## src/rtl/serial_adder_ctrl.sv

```systemverilog
// Bit-serial adder controller: {cout,sum} = a + b + cin, one full_adder step per clock, LSB first.
// Optional build macro SERIAL_ADDER_OVF_EN adds a registered signed-overflow output ovf.

module serial_adder_ctrl #(
    parameter int unsigned WIDTH = 8
) (
    input  logic             clk,
    input  logic             rst_n,
    input  logic             start,
    input  logic [WIDTH-1:0] a,
    input  logic [WIDTH-1:0] b,
    input  logic             cin,
    output logic             busy,
    output logic             done,
    output logic [WIDTH-1:0] sum,
    output logic             cout
`ifdef SERIAL_ADDER_OVF_EN
    ,
    output logic             ovf
`endif
);

    localparam int unsigned CNT_W = (WIDTH > 1) ? $clog2(WIDTH) : 1;

    typedef enum logic [1:0] {
        S_IDLE = 2'd0,
        S_RUN  = 2'd1,
        S_DONE = 2'd2
    } state_e;

    state_e             state_q, state_d;
    logic [WIDTH-1:0]   a_sh_q, a_sh_d;
    logic [WIDTH-1:0]   b_sh_q, b_sh_d;
    logic [WIDTH-1:0]   res_sh_q, res_sh_d;
    logic [WIDTH-1:0]   res_shift;
    logic               carry_q, carry_d;
    logic [CNT_W-1:0]   cnt_q, cnt_d;
    logic [WIDTH-1:0]   sum_q, sum_d;
    logic               cout_q, cout_d;
    logic               busy_q, busy_d;
    logic               done_q, done_d;
    logic               fa_sum, fa_carry;
`ifdef SERIAL_ADDER_OVF_EN
    logic               ovf_q, ovf_d;
`endif

    // The shared 1-bit datapath: always fed from the low bits of the shifters.
    full_adder u_fa (
        .a     (a_sh_q[0]),
        .b     (b_sh_q[0]),
        .c     (carry_q),
        .sum   (fa_sum),
        .carry (fa_carry)
    );

    always_comb begin
        state_d  = state_q;
        a_sh_d   = a_sh_q;
        b_sh_d   = b_sh_q;
        res_sh_d = res_sh_q;
        carry_d  = carry_q;
        cnt_d    = cnt_q;
        sum_d    = sum_q;
        cout_d   = cout_q;
`ifdef SERIAL_ADDER_OVF_EN
        ovf_d    = ovf_q;
`endif
        // New result bit enters at the MSB so the LSB-first stream lands in place.
        res_shift            = res_sh_q >> 1;
        res_shift[WIDTH-1]   = fa_sum;

        unique case (state_q)
            S_IDLE, S_DONE: begin
                if (start) begin
                    state_d  = S_RUN;
                    a_sh_d   = a;
                    b_sh_d   = b;
                    carry_d  = cin;
                    cnt_d    = '0;
                    res_sh_d = '0;
                end else begin
                    state_d  = S_IDLE;
                end
            end
            S_RUN: begin
                a_sh_d   = a_sh_q >> 1;
                b_sh_d   = b_sh_q >> 1;
                res_sh_d = res_shift;
                carry_d  = fa_carry;
                cnt_d    = cnt_q + CNT_W'(1);
                if (cnt_q == CNT_W'(WIDTH - 1)) begin
                    state_d = S_DONE;
                    cnt_d   = '0;
                    sum_d   = res_shift;
                    cout_d  = fa_carry;
`ifdef SERIAL_ADDER_OVF_EN
                    // carry_q here is the carry into the MSB.
                    ovf_d   = carry_q ^ fa_carry;
`endif
                end
            end
            default: begin
                state_d = S_IDLE;
            end
        endcase

        busy_d = (state_d == S_RUN);
        done_d = (state_d == S_DONE);
    end

    always_ff @(posedge clk or negedge rst_n) begin
        if (!rst_n) begin
            state_q  <= S_IDLE;
            a_sh_q   <= '0;
            b_sh_q   <= '0;
            res_sh_q <= '0;
            carry_q  <= 1'b0;
            cnt_q    <= '0;
            sum_q    <= '0;
            cout_q   <= 1'b0;
            busy_q   <= 1'b0;
            done_q   <= 1'b0;
`ifdef SERIAL_ADDER_OVF_EN
            ovf_q    <= 1'b0;
`endif
        end else begin
            state_q  <= state_d;
            a_sh_q   <= a_sh_d;
            b_sh_q   <= b_sh_d;
            res_sh_q <= res_sh_d;
            carry_q  <= carry_d;
            cnt_q    <= cnt_d;
            sum_q    <= sum_d;
            cout_q   <= cout_d;
            busy_q   <= busy_d;
            done_q   <= done_d;
`ifdef SERIAL_ADDER_OVF_EN
            ovf_q    <= ovf_d;
`endif
        end
    end

    assign busy = busy_q;
    assign done = done_q;
    assign sum  = sum_q;
    assign cout = cout_q;
`ifdef SERIAL_ADDER_OVF_EN
    assign ovf  = ovf_q;
`endif

endmodule

// 1-bit full adder cell shared by the serial datapath.
module full_adder (
    input  logic a,
    input  logic b,
    input  logic c,
    output logic sum,
    output logic carry
);

    assign sum   = a ^ b ^ c;
    assign carry = (a & b) | (c & (a ^ b));

endmodule

```

## config.mk

```make
export PLATFORM = sky130hd
export DESIGN_NAME = serial_adder_ctrl
export DESIGN_NICKNAME = d
export VERILOG_FILES = /design/src/rtl/serial_adder_ctrl.sv
export SDC_FILE = /design/constraint.sdc
export NUM_CORES = 1
export LEC_CHECK = 0
export CAP_MARGIN = 10
export CORE_ASPECT_RATIO = 0.9
export CORE_UTILIZATION = 35
export CTS_CLUSTER_SIZE = 20
export DETAILED_ROUTE_END_ITERATION = 8
export PLACE_DENSITY_LB_ADDON = 0.15
export SYNTH_ARGS = -nofsm -noshare
export SYNTH_HDL_FRONTEND = slang
export SYNTH_SLANG_ARGS = --single-unit
```

## constraint.sdc

```tcl
create_clock -name clk -period 1.66 [get_ports clk]
set_input_delay 0.332 -clock clk [delete_from_list [all_inputs] [get_ports clk]]
set_output_delay 0.332 -clock clk [all_outputs]
set_load 0.05 [all_outputs]
```

; Yosys cells after proc, flatten, opt, wreduce, memory -nomap -nowiden
; Index checks and enable logic that the tools add are counted.
[op_classes]
eq_ne = 6
n_addsub = 1
n_reduce_logical = 5
bitwise = 5
mux = 14
[ops]
columns = cell, n
row1 = $pmux 8 s2, 3
row2 = $mux 8, 3
row3 = $mux 3, 2
row4 = $pmux 3 s2, 1
row5 = $eq 2x1->1 const B, 2
row6 = $eq 2x2->1 const B, 2
row7 = $pmux 2 s2, 1
row8 = $reduce_and 2->1, 2
row9 = $add 3x1->3 const B, 1
row10 = $eq 3x3->1 const B, 1
row11 = $and 1x1->1, 2
row12 = $logic_not 2->1, 1
row13 = $mux 1, 2
row14 = $mux 2, 1
row15 = $ne 2x2->1 const B, 1
row16 = $pmux 1 s2, 1
row17 = $reduce_bool 2->1, 1
row18 = $reduce_or 2->1, 1
row19 = $xor 1x1->1, 2
row20 = $or 1x1->1, 1
[totals]
elab_cells = 41
register_bits = 41
inputBits = 20
output_inout_bits = 11

; Depth between registers and ports, before layout
[logic_depth]
depth_word = 4
depth_mapped = 6
ltp_nobuf = 5

; Hierarchy
; From an unflattened synthesis, not the netlist that was laid out.
[hier_totals]
cells_unflattened = 148
area_unflattened_um2 = 2018.2
[by_module_without_submodules]
columns = module, area_per_inst_um2, instances, cells_per_inst
row1 = serial_adder_ctrl, 1998.2, 1, 147
row2 = full_adder, 20.0, 1, 1

; Least setup slack after synthesis
; Ideal clock, no wire load.
[synth_timing]
kind = register -> register
start = register cnt_q[0]
end = register sum_q[3] (netlist: sum[3])
period_less_slack_ns = 1.532
n_path_buf = 1
arrival_ns = 1.407
path_stages_with_launch = 6
setup_slack_ns = 0.128
cell_sequence = dfrtp_1 ha_1 ha_1 nand3b_4 buf_2 mux2_2
[synth_between]
elab_chain_cells = 2
[synth_lines]
columns = element, line
row1 = start: declaration, 37  ; logic [CNT_W-1:0] cnt_q, cnt_d;
row2 = start signal: assignment, 132  ; cnt_q <= cnt_d;
row3 = $eq 3x3->1, 91  ; if (cnt_q == CNT_W'(WIDTH - 1)) begin
row4 = $reduce_and 2->1 (no line), --
row5 = end signal: assignment, 133  ; sum_q <= sum_d;
row6 = end: declaration, 38  ; logic [WIDTH-1:0] sum_q, sum_d;
; Every way passes these cells.
; A chain may end at the register's enable or synchronous reset.

; Worst setup path in the final report
[layout_timing]
start = register cnt_q[0]
end = register sum_q[4] (netlist: sum[4])
; Same word-level chain as after synthesis.

==> metrics.txt <==
Post-Syn Instances 164; Synth Area in XOR/XNOR 0%; WL per Instance 13.1 µm; routed vias between 1000 and 1500; Total Wirelength 3.46 mm; sequential share of power a little under two fifths; final setup vio count 0; Sw Share 36.2%; Max Freq 0.661 GHz; P_int 2950 µW; Leakage ~0.0011 µW; Clock Tree Buf Depth 2; clock period minus worst slack 1510 ps; adder-cell share of the synthesized area 2.40%; CTS H-tree lvls 2; CP Launch Point cnt_q[0]$_DFFE_PN0P_; Max Slew Vio Count 0; Final period util between 90% and 100%; Post-synth EDFFs 0; Comb power frac 39.3%; post-route cell area 0.00240 mm²; post-synthesis simple-gate area fraction 8.55%; vias per cell 4.97; grt ovf 0; I/O Buffers 30; Seq/Total Area, Yosys between 50% and 60%; min-delay src sum[7]$_DFFE_PN0P_; Sink Count 40; first-pass GRT wire length 6.06 mm; most frequent cells in the layout dfrtp_1 (40), mux2i_1 (18), clkdlybuf4s50_1 (18), buf_4 (18), a21oi_1 (16); ys async rst share 100%; Core ar. 0.00498 mm²; Die X 79.1 µm; nets around 220; CTS Buf Count 5; post-CTS setup buffers 0; Hold WC Path Type reg -> reg; mux contribution to synthesized area between 10% and 20%; VDD IR-drop max 764 µV; Sw Pwr about 1700 µW; RePlAce Congestion 0.732; DIE AREA 0.00565 mm²; Crit Path Category reg -> reg; Post-Route Skew 7.37 ps; worst-path maximum fanout 13; Worst Path Required 1840 ps; dpl hpwl around 2.4 mm; Layout Area Growth over Synthesis 28.3%; Reg clk slew, reported paths 80 ps; post-synthesis cell area 0.00187 mm²; main combinational cell family by area after synthesis compound AO/OA/AOI/OAI gates; # diodes 0; Synth Net Count 187; Placed Area about 0.0022 mm²; chip height 71.4 µm; Startpoint Class register; DRT iter0 DRCs between 80 and 90; RSZ-0062 raised after global routing no; Residual DRC 0; warnings from Yosys 0; later-pin clock latency in the skew report just under 300 ps; Hold Violations, Final 0; crit end category register; most common cell after layout, fill and taps aside dfrtp_1; row count 24; syn_area_per_cell about 11 µm²; ys flop type dfrtp_1; slew margin rel. between 70 and 80%; share of layout cells above drive strength 1 about a fifth; arrival time at the worst endpoint ~1700 ps; Global Route Usage Sum 14.1%; DRT Pass-1 Iters 4; status finished, final reports clean; Slew @ Worst Pin 431 ps; initial antenna violation count 0; root buffer cell clkbuf_8; Synth cell types 23; Starting Density roughly 38%; max_cap viols 0; io pins 31; number of global-route vias before repair roughly 1300; largest net degree at the start of global routing 36; final setup TNS 0 ps; Clock power frac a little under a quarter; FF-to-FF Start cnt_q[0]$_DFFE_PN0P_; post-route antenna net violation count 0; Synth Area in Compound Gates 17.2%; CTS tree done; synthesized flop and latch total 40; PD cells 1920 mW/mm²
[synthesized netlist by cell type (2+ instances only)]
library cell,count,share of area [%]
o211a_1,3,1.6
o21ai_0,8,2.1
nand2_1,9,1.8
nor2_1,4,0.80
a211oi_1,11,4.4
a22o_1,8,3.7
mux2_2,7,4.2
buf_2,9,2.4
clkbuf_1,2,0.40
a21oi_1,16,4.3
dfrtp_1,40,53
nor2b_1,12,4.0
mux2i_1,18,9.6
nand3_1,2,0.53
ha_1,2,1.3
inv_1,6,1.2
[critical path, cell delays in order, from the launching register on]
cell      delay, ps
dfrtp_1         410
ha_1            210
ha_1            240
nand3b_4        190
mux2_2          350
[path summary, 6_finish.rpt]
check | endpoint | slack [ps] | depth (start not counted)
setup / recovery | sum[4]$_DFFE_PN0P_ | 150 | 4
setup reg to reg | sum[4]$_DFFE_PN0P_ | 150 | 4
hold reg to reg | sum[7]$_DFFE_PN0P_ | 490 | 2
max in group asynchronous | cnt_q[1]$_DFFE_PN0P_ | 600 | 3
hold / removal | sum[7]$_DFFE_PN0P_ | 490 | 2
min in group asynchronous | sum[5]$_DFFE_PN0P_ | 500 | 2
[routing by layer]
layer	part of all wire [%]	vias up	track usage (%)
met5	0	-	0
met4	1.1	0	4.24
met3	3.3	4	4.59
met2	46	20	21.8
met1	50	640	18.9
li1	-	649	-
[per-stage QoR]
step           setup slack, ps  utilization [%]  power, µW  hold WS [ps]  std cells
6_report                   146             48.2       4620           486        264
5_1_grt                   89.1             48.2       4950           524        264
4_1_cts                    144             48.2       4690           491        264
3_5_place_dp              42.9             44.8       3570           295        255
3_3_place_gp              73.3             44.8       3510           287        255
2_1_floorplan              128                -       3050          36.4        164
[flip-flops by register name (all words and copies together) (netlist names)]
signal    count
done          1
a_sh_q        8
cnt_q         3
res_sh_q      7
b_sh_q        8
state_q       2
carry_q       1
busy          1
cout          1
sum           8
[repair_timing]
action / 4_1_cts / 5_1_grt
hold buffers: 1 / 0
resized for setup: 0 / 0
hold endpoints to repair: 18 / 0
[cell type report]
cell class,instances,area [µm²]
inverter,7,26.3
fill,463,2580
sequential,40,1000
multi-input combinational,105,786
clock inverter,3,90.1
clock buffer,5,68.8
tap,65,81.3
timing repair buffer,39,350
[power groups by stage]
stage                     Combinational [µW]  Sequential [µW]  Clock (µW)
after floorplan                         1020             2020           0
final                                   1820             1710        1100
after global routing                    2000             1780        1180
after detailed placement                1840             1730           0
after global placement                  1800             1720           0
after CTS                               1850             1710        1130
[cell families after synthesis]
logic type,Yosys count
AND/OR/NAND/NOR,29
adder cells (fa/ha/maj),3
multiplexers,25
buffers and inverters,19
AO/OA/AOI/OAI,48
flip-flops,40
Note: power is estimated with default switching activity, not from simulation.
